$ cat src/rtl/hazard_pkg.sv
// hazard_pkg: state encoding and default widths shared by the hazard controller
package hazard_pkg;
  localparam int DEF_REG_W = 5;
  localparam int DEF_CNT_W = 16;
  typedef enum logic [1:0] {
    RUN        = 2'd0,
    LOAD_STALL = 2'd1,
    FLUSH      = 2'd2,
    IMEM_WAIT  = 2'd3
  } state_t;
endpackage

$ cat src/rtl/hazard_perf_cnt.sv
// hazard_perf_cnt: saturating event counter with synchronous clear
module hazard_perf_cnt #(
  parameter int W = 16
) (
  input  logic         clk,
  input  logic         clr,
  input  logic         inc,
  output logic [W-1:0] cnt
);
  always_ff @(posedge clk) begin
    if (clr) cnt <= '0;
    else if (inc && cnt != '1) cnt <= cnt + 1'b1;
  end
endmodule

$ cat src/rtl/hazard_ctrl.sv
// hazard_ctrl: pipeline stall/flush control FSM; perf counters enabled by HAZARD_PERF_CNT_EN
module hazard_ctrl
  import hazard_pkg::*;
#(
  parameter int REG_W = DEF_REG_W,
  parameter int CNT_W = DEF_CNT_W
) (
  input  logic             clk,
  input  logic             rst_n,
  input  logic             imem_ready,
  input  logic             ID_EX_memread,
  input  logic [REG_W-1:0] ID_EX_rt,
  input  logic [REG_W-1:0] IF_ID_rs,
  input  logic [REG_W-1:0] IF_ID_rt,
  input  logic             EX_MEM_PCSrc,
  output logic             PC_write,
  output logic             IF_ID_write,
  output logic             IF_ID_flush,
  output logic             ID_EX_flush,
  output logic             EX_MEM_flush,
  output logic [1:0]       ctrl_state,
  output logic [CNT_W-1:0] stall_cnt,
  output logic [CNT_W-1:0] flush_cnt,
  output logic [CNT_W-1:0] wait_cnt
);
  state_t state, nxt;
  logic   load_use;
  // bubble states suppress detection so each stall or flush costs exactly one cycle
  assign load_use = ID_EX_memread && ID_EX_rt != '0 &&
                    (ID_EX_rt == IF_ID_rs || ID_EX_rt == IF_ID_rt) &&
                    (state == RUN || state == IMEM_WAIT);
  assign ctrl_state = state;
  always_comb begin
    nxt          = RUN;
    PC_write     = 1'b1;
    IF_ID_write  = 1'b1;
    IF_ID_flush  = 1'b0;
    ID_EX_flush  = 1'b0;
    EX_MEM_flush = 1'b0;
    if (!rst_n) begin
      PC_write    = 1'b0;
      IF_ID_write = 1'b0;
      {IF_ID_flush, ID_EX_flush, EX_MEM_flush} = 3'b111;
    end else if (EX_MEM_PCSrc) begin
      {IF_ID_flush, ID_EX_flush, EX_MEM_flush} = 3'b111;
      nxt = FLUSH;
    end else if (!imem_ready) begin
      PC_write    = 1'b0;
      IF_ID_flush = 1'b1;
      nxt         = IMEM_WAIT;
    end else if (load_use) begin
      PC_write    = 1'b0;
      IF_ID_write = 1'b0;
      ID_EX_flush = 1'b1;
      nxt         = LOAD_STALL;
    end
  end
  always_ff @(posedge clk) begin
    if (!rst_n) state <= RUN;
    else state <= nxt;
  end
`ifdef HAZARD_PERF_CNT_EN
  logic stall_inc, flush_inc, wait_inc;
  assign flush_inc = rst_n && EX_MEM_PCSrc;
  assign wait_inc  = rst_n && !EX_MEM_PCSrc && !imem_ready;
  assign stall_inc = rst_n && !EX_MEM_PCSrc && imem_ready && load_use;
  hazard_perf_cnt #(.W(CNT_W)) u_stall (.clk(clk), .clr(!rst_n), .inc(stall_inc), .cnt(stall_cnt));
  hazard_perf_cnt #(.W(CNT_W)) u_flush (.clk(clk), .clr(!rst_n), .inc(flush_inc), .cnt(flush_cnt));
  hazard_perf_cnt #(.W(CNT_W)) u_wait  (.clk(clk), .clr(!rst_n), .inc(wait_inc),  .cnt(wait_cnt));
`else
  assign stall_cnt = '0;
  assign flush_cnt = '0;
  assign wait_cnt  = '0;
`endif
endmodule

$ cat config.mk
export PLATFORM = sky130hd
export DESIGN_NAME = hazard_ctrl
export DESIGN_NICKNAME = d
export VERILOG_FILES = /design/src/rtl/hazard_pkg.sv /design/src/rtl/hazard_perf_cnt.sv /design/src/rtl/hazard_ctrl.sv
export SDC_FILE = /design/constraint.sdc
export NUM_CORES = 1
export LEC_CHECK = 0
export ABC_CLOCK_PERIOD_IN_PS = 1900
export CAP_MARGIN = 20
export CORE_MARGIN = 3
export CORE_UTILIZATION = 26
export DETAILED_ROUTE_END_ITERATION = 6
export HOLD_SLACK_MARGIN = 0.1
export PLACE_DENSITY_LB_ADDON = 0.08
export SETUP_SLACK_MARGIN = 0.15
export SYNTH_ARGS = -nofsm -noshare
export SYNTH_HDL_FRONTEND = slang
export SYNTH_HIERARCHICAL = 1
export SYNTH_SLANG_ARGS = --single-unit
$ cat constraint.sdc
create_clock -name clk -period 1.9 [get_ports clk]
set_input_delay 0.38 -clock clk [delete_from_list [all_inputs] [get_ports clk]]
set_output_delay 0.38 -clock clk [all_outputs]
set_load 0.03 [all_outputs]
Word-level counts from Yosys, hierarchy flattened
Index checks and enable logic that the tools add are counted.
- register bits: 2
- input bits: 20
- output and inout port bits: 55
- word-level logic and storage cells: 33
- equal/unequal tests: 3
- mux-type cells: 19
- bitwise operators: 1
- reduce and logical (&&, ||, !) cells: 8
- operators with widths (kind ; number):
    1-bit 2-to-1 mux ; 17
    5-bit equality test ; 2
    5-bit nonzero test ; 1
    2-bit 2-to-1 mux ; 2
    1-bit logical AND ; 3
    2-bit equality test (second input constant) ; 1
    2-bit logical NOT ; 1
    1-bit logical OR ; 2
    2-bit OR reduction ; 1
    1-bit inverter ; 1

Logic depth before layout (Yosys ltp)
- word-level depth: 8
- depth in mapped cells: 4
- gate-level depth less buffers: 4

Worst setup path before layout
OpenSTA, ideal clock, no wires.
- path kind: in2out
- start point: input ID_EX_rt[1]
- end point: output IF_ID_write
- arrival time: 1393 ps
- required time: 1520 ps
- setup slack: 127 ps
- stages: 3
- path buffers: 0
- cells stage by stage: or4_4 > o211ai_2 > o31a_1
- cells in the longest elaborated chain, start to end: 8
- elaborated cells between the ends (all ways): 11
- those cells by class: 2 x eq/ne; 4 x mux; 5 x reduce/logical
- ends and longest elaborated chain (item ; line ; RTL):
    from (decl) ; hazard_ctrl.sv:12 ; input logic [REG_W-1:0] ID_EX_rt,
    5-bit equality test / 5-bit nonzero test (equally long branches) ; hazard_ctrl.sv:30, hazard_ctrl.sv:29 ;
    1-bit logical OR / 1-bit logical AND (equally long branches) ; hazard_ctrl.sv:30, hazard_ctrl.sv:29 ;
    1-bit logical AND * ; hazard_ctrl.sv:29 ; assign load_use = ID_EX_memread && ID_EX_rt != '0 &&
    1-bit logical AND * ; hazard_ctrl.sv:30 ; (ID_EX_rt == IF_ID_rs || ID_EX_rt == IF_ID_rt) &&
    1-bit 2-to-1 mux * ; hazard_ctrl.sv:51 ; end else if (load_use) begin
    1-bit 2-to-1 mux * ; hazard_ctrl.sv:47 ; end else if (!imem_ready) begin
    1-bit 2-to-1 mux * ; hazard_ctrl.sv:44 ; end else if (EX_MEM_PCSrc) begin
    1-bit 2-to-1 mux * ; hazard_ctrl.sv:40 ; if (!rst_n) begin
    to (decl) ; hazard_ctrl.sv:17 ; output logic IF_ID_write,
Every way passes the cells marked *; elsewhere a longest branch is shown, timed or not.

Final worst setup path
- start point: input ID_EX_rt[4]
- end point: output IF_ID_write
Same word-level chain as after synthesis.

==> reports/results.tsv <==
metric	value	unit
hold-path-cell-count	5	
clock-sinks	2	
dieArea	0.00305	mm²
crit_path_end_kind	output pin	
fin_crit	1990	ps
multiInputGateArea	439	µm²
h-tree-depth	1	
netlist_top_cells_count	buf_4 (48), xor2_1 (10), nand2_1 (3)	
finalSetupViolCount	3	
worstPathArrival	1610	ps
viasPerCell	3.32	
yosys_warnings	6	
layout_setup_ws	-91.3	ps
wl	1.30	mm
netlist_area	629	µm²
clock.fmax	502	MHz
die_y	55.2	µm
synth_most_common_cell	buf_4	
r2r-start	ctrl_state[1]	
grt_max_degree	5	
postSynthAreaPerCell	7.68	µm²
synth-seq-cells	2	
async_flop_share	0	%
reg2regPathDepth	4	
path_class	in2out	
dpl.hpwl	1.17	mm
grt_pass1_wl	1.90	mm
remaining_drc_errors	0	
p_per_area	464	mW/mm²
ys.flop_type	dfxtp_1	
grt_setup_unrepaired	true	
r2r_end	ctrl_state[0]	
area_delta_synth_final	42.9	%
outcome	finished with violations	
clk_pin_slew	30	ps
antenna_cells	0	
synth_largest_area_cell	buf_4	
antenna_left	0	
yosysTopAreaCellShare	57.3	%
drive_gt1_share	31.0	%
synth_cells	82	
tns	-174	ps
crit_chain	buf_6, or4_4, buf_6, o211ai_4, o31a_1, buf_6	
core	0.00225	mm²
cts_tree	done	
clock_path_buffers	2	
antenna_found_initial	0	
first_iter_violations	2	
num_vias	512	
grt-ovfl-total	0	
grt_pass1_vias	477	
violations	setup timing	
placement.io_buffers	26	
fin_skew	0.986	ps
finalHoldViolCount	0	
insertion_delay	220	ps
power	417	µW
cts_buffers	3	
ir_drop	0.000168	V
synthTopCellsByArea	buf_4 (57%), xor2_1 (14%), dfxtp_1 (6.4%)	
cpPeakStageDelay	530	ps
cp.required	1520	ps
hold_start	ID_EX_rt[3]	
ys_seq_area_share	6.36	%
start_util	27.9	%
rows	17	
min_to	ctrl_state[0]	
final_max_slew_viol_count	0	
p_leak	0.000481	µW
synth_edf_count	0	
wl_per_cell	8.46	µm
start_kind	input port	
synth.distinct_cells	20	
ioPinCount	75	
r2r_setup_slack	930	ps
fin_nets	148	
track_usage	7.66	%
cts_root_buffer	clkbuf_4	
cp_slowest_cell	or4_4	
num-fill-cells	255	
cp_common_cell	buf_6	
gp_congestion	0.630	
drt_pass1_iterations	2	
timing.final.crit_share	105	%
seqCellArea	40.0	µm²
critPathMaxFanout	2	
die_w	55.2	µm
cap_violations	0	
largest_reg_flops	2	
hp-class	in2reg	
==> worst max-delay path by stage <==
stage / from / end / depth (start not counted)
global route: ID_EX_rt[4] / IF_ID_write / 6
floorplan: ID_EX_rt[1] / IF_ID_write / 3
CTS: ID_EX_rt[3] / IF_ID_write / 6
detailed placement: ID_EX_rt[2] / ID_EX_flush / 6
global placement: ID_EX_rt[2] / ID_EX_flush / 6
finish: ID_EX_rt[4] / IF_ID_write / 6
==> per-layer routing <==
layer / vias up / wire, µm / track usage (%) / part of all wire, %
met2: 33 / 731 / 13.3 / 56
met3: 0 / 116 / 1.64 / 8.9
li1: 255 / - / - / -
met5: - / 0 / 0 / 0
met4: 0 / 0 / 5.21 / 0
met1: 224 / 455 / 8.13 / 35
==> layout by cell type, fill, tap and decap left out, drive strengths merged <==
cell           count
buf               26
and2               1
xnor2              1
o211a              1
inv                1
o21ai              1
nand2              3
or4                1
xor2              10
o21a               1
clkdlybuf4s50      6
a22oi              1
nor2               2
clkdlybuf4s15      5
nand2b             1
o211ai             1
o31a               2
dlygate4sd2        3
nor3               2
o22ai              1
dfxtp              2
conb              48
clkbuf             5
nor2b              1
==> critical path, delay by kind of cell <==
| family | cells | cell delay (ps) |
|---|---|---|
| AOI/OAI and AO/OA | 2 | 340 |
| and+or+nand+nor | 1 | 530 |
| buffers and inverters | 3 | 360 |
==> metrics by stage <==
step / instance area, µm² / instances / worst slack (ps) / util [%] / hold WS, ps
2_1_floorplan: 810 / 129 / 141 / - / 494
3_3_place_gp: 852 / 150 / -804 / 37.8 / 743
3_5_place_dp: 852 / 150 / -825 / 37.8 / 741
4_1_cts: 891 / 154 / -100 / 39.5 / 694
5_1_grt: 900 / 154 / -142 / 39.9 / 782
6_report: 900 / 154 / -91.3 / 39.9 / 715
==> cells by family (layout without fill, tap and decap cells) <==
kind of cell | after synthesis | after routing | synth area share, %
other | 1 | 48 | 0.596
buffers and inverters | 49 | 46 | 57.9
AOI/OAI and AO/OA | 8 | 8 | 10.5
and+or+nand+nor | 11 | 11 | 9.35
DFF | 2 | 2 | 6.36
xor gates and xnor gates | 11 | 11 | 15.3
==> timing repair <==
action                                  CTS  global route
pin swaps                                11            13
buffers inserted                          1             0
hold buffers                              0             0
hold endpoints to repair                  0             0
resized for setup                        62             8
endpoints found under the setup margin    5             3
==> layout make-up <==
class / count / share of cell area [%]
Tap cell: 28 / 3.89
Timing Repair Buffer: 42 / 39.9
Sequential cell: 2 / 4.45
Inverter: 1 / 0.417
Multi-Input combinational cell: 78 / 48.8
Clock buffer: 3 / 2.50
==> power by group <==
group	switching, µW	internal, µW
registers	1.57	44.8
logic	192	86.1
clock network	23.3	69.6
total	216	201
Note: power is estimated with default switching activity, not from simulation.
